[src/rtl/serial_chain_pkg.sv]
// Shared types and frame constants for the serial shift-chain engine.
// LOAD and LATCH widths are counted in serial ticks.
package serial_chain_pkg;

    typedef enum logic [1:0] {
        ST_IDLE,
        ST_LOAD,
        ST_SHIFT,
        ST_LATCH
    } chain_state_e;

    localparam int LOAD_TICKS  = 2;
    localparam int LATCH_TICKS = 2;
    localparam int STEP_W      = 2;

endpackage

[src/rtl/serial_tick_gen.sv]
// Free-running CLK_DIV divider producing a one-cycle tick.
// A synchronous clear restarts the count so frames begin phase-aligned.
module serial_tick_gen #(
    parameter int CLK_DIV = 5
) (
    input  logic i_clk,
    input  logic i_rst_n,
    input  logic i_clr,
    output logic o_tick
);

    localparam int CW = (CLK_DIV > 1) ? $clog2(CLK_DIV) : 1;
    localparam logic [CW-1:0] LAST = CW'(CLK_DIV - 1);

    logic [CW-1:0] cnt_q;
    logic [CW-1:0] cnt_d;

    always_comb begin
        cnt_d = cnt_q + CW'(1);
        if (i_clr || (cnt_q == LAST)) begin
            cnt_d = '0;
        end
    end

    always_ff @(posedge i_clk or negedge i_rst_n) begin
        if (!i_rst_n) begin
            cnt_q <= '0;
        end else begin
            cnt_q <= cnt_d;
        end
    end

    assign o_tick = (cnt_q == LAST) && !i_clr;

endmodule

[src/rtl/serial_chain_io.sv]
// Drives a 595-style output chain and reads a 165-style input chain
// on one shared serial clock, one frame of max(OUT_W, IN_W) bits.
module serial_chain_io
    import serial_chain_pkg::*;
#(
    parameter int OUT_W        = 16,
    parameter int IN_W         = 16,
    parameter int CLK_DIV      = 5,
    parameter int MSB_FIRST    = 1,
    parameter int AUTO_REFRESH = 1
) (
    input  logic             i_CLK,
    input  logic             i_SYS_RESET,
    input  logic [OUT_W-1:0] i_out_data,
    input  logic             i_start,
    output logic             o_busy,
    output logic             o_SCLK,
    output logic             o_SDATA,
    output logic             o_OLATCH,
    output logic             o_ILATCH,
    input  logic             i_SDATA,
    output logic [IN_W-1:0]  o_in_data,
    output logic             o_in_valid,
    output logic             o_in_changed
);

    localparam int N  = (OUT_W > IN_W) ? OUT_W : IN_W;
    localparam int BW = (N > 1) ? $clog2(N) : 1;
    localparam logic [BW-1:0] LAST_BIT = BW'(N - 1);
    localparam logic [STEP_W-1:0] LOAD_LAST = STEP_W'(LOAD_TICKS - 1);
    localparam logic [STEP_W-1:0] LATCH_LAST = STEP_W'(LATCH_TICKS - 1);

    chain_state_e state_q, state_d;
    logic [STEP_W-1:0] step_q, step_d;
    logic [BW-1:0] bit_q, bit_d;
    logic phase_q, phase_d;
    logic [N-1:0] osh_q, osh_d;
    logic [N-1:0] ish_q, ish_d;
    logic sclk_q, sclk_d;
    logic sdata_q, sdata_d;
    logic olatch_q, olatch_d;
    logic ilatch_q, ilatch_d;
    logic busy_q, busy_d;
    logic [IN_W-1:0] in_data_q, in_data_d;
    logic in_valid_q, in_valid_d;
    logic in_changed_q, in_changed_d;

    logic tick;
    logic tick_clr;
    logic start;
    logic [N-1:0] out_frame;
    logic [IN_W-1:0] in_word;

    assign tick_clr = (state_q == ST_IDLE);
    assign start = tick_clr && ((AUTO_REFRESH != 0) || i_start);

    serial_tick_gen #(
        .CLK_DIV(CLK_DIV)
    ) u_tick (
        .i_clk  (i_CLK),
        .i_rst_n(i_SYS_RESET),
        .i_clr  (tick_clr),
        .o_tick (tick)
    );

    // Wire order lives in the top bit; short words are zero-padded in front.
    always_comb begin
        out_frame = '0;
        for (int i = 0; i < OUT_W; i++) begin
            if (MSB_FIRST != 0) begin
                out_frame[i] = i_out_data[i];
            end else begin
                out_frame[OUT_W-1-i] = i_out_data[i];
            end
        end
    end

    // Samples enter at bit 0, so the last IN_W samples sit in the low bits.
    always_comb begin
        in_word = '0;
        for (int i = 0; i < IN_W; i++) begin
            if (MSB_FIRST != 0) begin
                in_word[i] = ish_q[i];
            end else begin
                in_word[IN_W-1-i] = ish_q[i];
            end
        end
    end

    always_comb begin
        state_d      = state_q;
        step_d       = step_q;
        bit_d        = bit_q;
        phase_d      = phase_q;
        osh_d        = osh_q;
        ish_d        = ish_q;
        sclk_d       = sclk_q;
        sdata_d      = sdata_q;
        olatch_d     = olatch_q;
        ilatch_d     = ilatch_q;
        busy_d       = busy_q;
        in_data_d    = in_data_q;
        in_valid_d   = 1'b0;
        in_changed_d = 1'b0;

        unique case (state_q)
            ST_IDLE: begin
                if (start) begin
                    state_d  = ST_LOAD;
                    osh_d    = out_frame << 1;
                    sdata_d  = out_frame[N-1];
                    ilatch_d = 1'b0;
                    busy_d   = 1'b1;
                    step_d   = '0;
                end
            end

            ST_LOAD: begin
                if (tick) begin
                    if (step_q == LOAD_LAST) begin
                        state_d  = ST_SHIFT;
                        ilatch_d = 1'b1;
                        phase_d  = 1'b0;
                        bit_d    = '0;
                    end else begin
                        step_d = step_q + STEP_W'(1);
                    end
                end
            end

            ST_SHIFT: begin
                if (tick) begin
                    if (!phase_q) begin
                        ish_d    = ish_q << 1;
                        ish_d[0] = i_SDATA;
                        sclk_d   = 1'b1;
                        phase_d  = 1'b1;
                    end else begin
                        sclk_d  = 1'b0;
                        phase_d = 1'b0;
                        if (bit_q == LAST_BIT) begin
                            state_d  = ST_LATCH;
                            olatch_d = 1'b1;
                            step_d   = '0;
                        end else begin
                            bit_d   = bit_q + BW'(1);
                            sdata_d = osh_q[N-1];
                            osh_d   = osh_q << 1;
                        end
                    end
                end
            end

            ST_LATCH: begin
                if (tick) begin
                    if (step_q == LATCH_LAST) begin
                        state_d      = ST_IDLE;
                        olatch_d     = 1'b0;
                        busy_d       = 1'b0;
                        in_data_d    = in_word;
                        in_valid_d   = 1'b1;
                        in_changed_d = (in_word != in_data_q);
                    end else begin
                        step_d = step_q + STEP_W'(1);
                    end
                end
            end

            default: begin
                state_d = ST_IDLE;
            end
        endcase
    end

    always_ff @(posedge i_CLK or negedge i_SYS_RESET) begin
        if (!i_SYS_RESET) begin
            state_q      <= ST_IDLE;
            step_q       <= '0;
            bit_q        <= '0;
            phase_q      <= 1'b0;
            osh_q        <= '0;
            ish_q        <= '0;
            sclk_q       <= 1'b0;
            sdata_q      <= 1'b0;
            olatch_q     <= 1'b0;
            ilatch_q     <= 1'b1;
            busy_q       <= 1'b0;
            in_data_q    <= '0;
            in_valid_q   <= 1'b0;
            in_changed_q <= 1'b0;
        end else begin
            state_q      <= state_d;
            step_q       <= step_d;
            bit_q        <= bit_d;
            phase_q      <= phase_d;
            osh_q        <= osh_d;
            ish_q        <= ish_d;
            sclk_q       <= sclk_d;
            sdata_q      <= sdata_d;
            olatch_q     <= olatch_d;
            ilatch_q     <= ilatch_d;
            busy_q       <= busy_d;
            in_data_q    <= in_data_d;
            in_valid_q   <= in_valid_d;
            in_changed_q <= in_changed_d;
        end
    end

    assign o_busy       = busy_q;
    assign o_SCLK       = sclk_q;
    assign o_SDATA      = sdata_q;
    assign o_OLATCH     = olatch_q;
    assign o_ILATCH     = ilatch_q;
    assign o_in_data    = in_data_q;
    assign o_in_valid   = in_valid_q;
    assign o_in_changed = in_changed_q;

endmodule

[config.mk]
export PLATFORM = sky130hd
export DESIGN_NAME = serial_chain_io
export DESIGN_NICKNAME = d
export VERILOG_FILES = /design/src/rtl/serial_chain_pkg.sv /design/src/rtl/serial_tick_gen.sv /design/src/rtl/serial_chain_io.sv
export SDC_FILE = /design/constraint.sdc
export NUM_CORES = 1
export LEC_CHECK = 0
export ABC_AREA = 1
export BUFFER_PORTS_ARGS = -buffer_cell sky130_fd_sc_hd__buf_2
export CAP_MARGIN = 30
export CORE_ASPECT_RATIO = 0.7
export CORE_MARGIN = 4
export CORE_UTILIZATION = 40
export CTS_CLUSTER_DIAMETER = 30
export DETAILED_ROUTE_END_ITERATION = 7
export MAX_ROUTING_LAYER = met4
export SKIP_CTS_REPAIR_TIMING = 1
export SYNTH_ARGS = -nofsm -noshare
export SYNTH_HDL_FRONTEND = slang
export SYNTH_SLANG_ARGS = --single-unit
[constraint.sdc]
create_clock -name i_CLK -period 1.64 [get_ports i_CLK]
set_clock_uncertainty 0.2 [all_clocks]
set_input_delay 0.164 -clock i_CLK [delete_from_list [all_inputs] [get_ports i_CLK]]
set_output_delay 0.164 -clock i_CLK [all_outputs]
set_load 0.01 [all_outputs]
==> flow_metrics.tcl <==
set metrics [dict create \
    status "complete, but fails checks" \
    failed_checks "negative setup slack" \
    setup_viol 43 \
    peakVddDrop_mv 0.451 \
    syn_area_um2 3260 \
    maxSlewHeadroom_pct 64.4 \
    final_common_cell "nand2_1" \
    ys_ff_latch 66 \
    hold_violations 0 \
    diodes 0 \
    core_um2 7910 \
    finalPower_mw 3.89 \
    grtUsageTotal_pct 14.7 \
    grt_max_degree 25 \
    tightest_slew_ps 534 \
    ys_types 28 \
    initial_core_util_pct 41.2 \
    synth_top_flop_cell "dfrtp_1" \
    path_class "register to register" \
    cts.sinks 66 \
    clk_pin_slew_ps 60 \
    rsz0062_at_grt "yes" \
    routedWlPerCell_um 13.4 \
    fin_crit_ps 1730 \
    routed_wl_mm 7.29 \
    first_pass_iters 4 \
    syn_inst 345 \
    cp-start-kind "register" \
    overflow 0 \
    clkLatencyLatePin_ps 340 \
    io_pins 43 \
    cts-buffers-inserted 9 \
    hold_class "input pin to asynchronous set/reset pin" \
    maxCapViolCount 0 \
    end_kind "register" \
    yosys_warnings 0 \
    place_congestion 0.832 \
    drt_iter0_drc 97 \
    ant_nets 0 \
    die_h_um 83.5 \
    cts_tree "yes" \
    port_buffers 41 \
    final_core_util_pct 59.2 \
    yosysSeqAreaShare_pct 50.7 \
    power.density_nw_per_um2 832 \
    path_max_fanout 6 \
    worst_ep_required_time_ps 1650 \
    syn_to_final_growth_pct 43.6 \
    rows 27 \
    syn_nets 374 \
    root_buffer "clkbuf_16" \
    dpl.hpwl_mm 4.51 \
    syn_avg_cell_area_um2 9.44 \
    routed-via-count 2563 \
    p_leak_nw 2.31 \
    pre_cts_slack_ps -111 \
    first_global_vias 2348 \
    drc 0 \
    dieArea_um2 9670 \
    antenna_found_initial 0 \
    worst_r2r_path_depth 9 \
    final_cell_mix "nand2_1, dfrtp_1, buf_2" \
    async_flop_share_pct 100 \
    drive_gt1_share_pct 38.9 \
    viasPerCell 4.69 \
    grt_pass1_wl_mm 10.9 \
    synth_edf_count 0 \
    finalWorstSetupSlack_ps -91.0 \
    nNetsFinal 469 \
    die_x_um 116 \
    cts_buffer_depth 2 \
    holdWs_ps 143 \
    fmax_mhz 578 \
    maxSlewViolCount 0 \
    finalCritPeriodShare_pct 106 \
    cts-htree-levels 3 \
    cp.arrival_ps 1750 \
]
cell usage after synthesis, drive strengths merged (3+ instances only):
cell / n / area (um^2)
mux2i: 15 / 150
nor2: 17 / 85.1
ha: 9 / 113
buf: 10 / 93.8
dfrtp: 65 / 1630
xnor2: 11 / 96.3
inv: 34 / 130
o21ai: 64 / 407
nand4: 3 / 46.3
a21oi: 4 / 20.0
nand3: 5 / 30.0
nand2: 102 / 398
cell families (layout without fill, tap and decap cells):
group,Yosys count,count (layout),synth area share [%]
adder cells (fa/ha/maj),9,9,3.46
XOR/XNOR,11,11,2.96
AO/OA/AOI/OAI,70,70,13.6
buffers and inverters,45,145,7.11
AND/OR/NAND/NOR,129,129,17.6
multiplexers,15,15,4.61
flip-flops,66,66,50.7
registers in the layout, indices dropped and copies added, names as in the netlist:
register and flops:
o_ILATCH 1, o_busy 1, osh_q 15, phase_q 1, o_in_changed 1, o_SCLK 1
state_q 2, step_q 2, bit_q 4, o_in_data 16, in_word 16, o_OLATCH 1
o_in_valid 1, u_tick.cnt_q 3, o_SDATA 1
per-layer routing:
layer / GRT usage, % / routed length (um) / up-vias
met5: - / 0 / -
met4: 5.69 / 136 / 0
met3: 4.35 / 304 / 14
met2: 19.9 / 3210 / 46
met1: 20.5 / 3650 / 1197
li1: - / - / 1306
critical path, stage by stage (launching register included):
cell	delay [ps]
dfrtp_1	420
buf_6	140
ha_4	170
inv_6	90
nor2_4	50
a21oi_4	170
nand2_8	100
buf_12	160
nand2_4	60
o21ai_2	50
power by group:
part	switching, mW	internal [mW]	leakage [nW]	total, mW
combinational	0.0752	0.0838	1.32	0.159
sequential	0.0207	1.65	0.832	1.67
clock	0.726	1.33	0.153	2.06
cell type report:
type | count | area, um^2
fillers | 669 | 3230
clock buffers | 10 | 229
flip-flops and latches | 66 | 1650
clock inverters | 6 | 90.1
repair buffers | 95 | 807
multi-input cells | 234 | 1630
well taps | 101 | 126
inverters | 34 | 148
stage by stage:
step                cell area [um^2]  TNS [ps]  std cells
CTS                             4070     -2830        517
global placement                3750      -664        501
finish                          4680     -1850        546
detailed placement              3750     -2160        501
global route                    4680     -5740        546
floorplan                       3280     -4.19        345
path summary, 6_finish.rpt:
check / startpoint / to / slack (ps)
worst max-delay path: state_q[1] / osh_q[13] / -90
worst min-delay path: i_SYS_RESET / o_in_data[13] / 140
worst max register to register: state_q[1] / osh_q[13] / -90
worst min register to register: osh_q[6] / osh_q[6] / 290
max in group asynchronous: i_SYS_RESET / osh_q[11] / 570
min in group i_CLK: osh_q[6] / osh_q[6] / 290
Note: power is estimated with default switching activity, not from simulation.
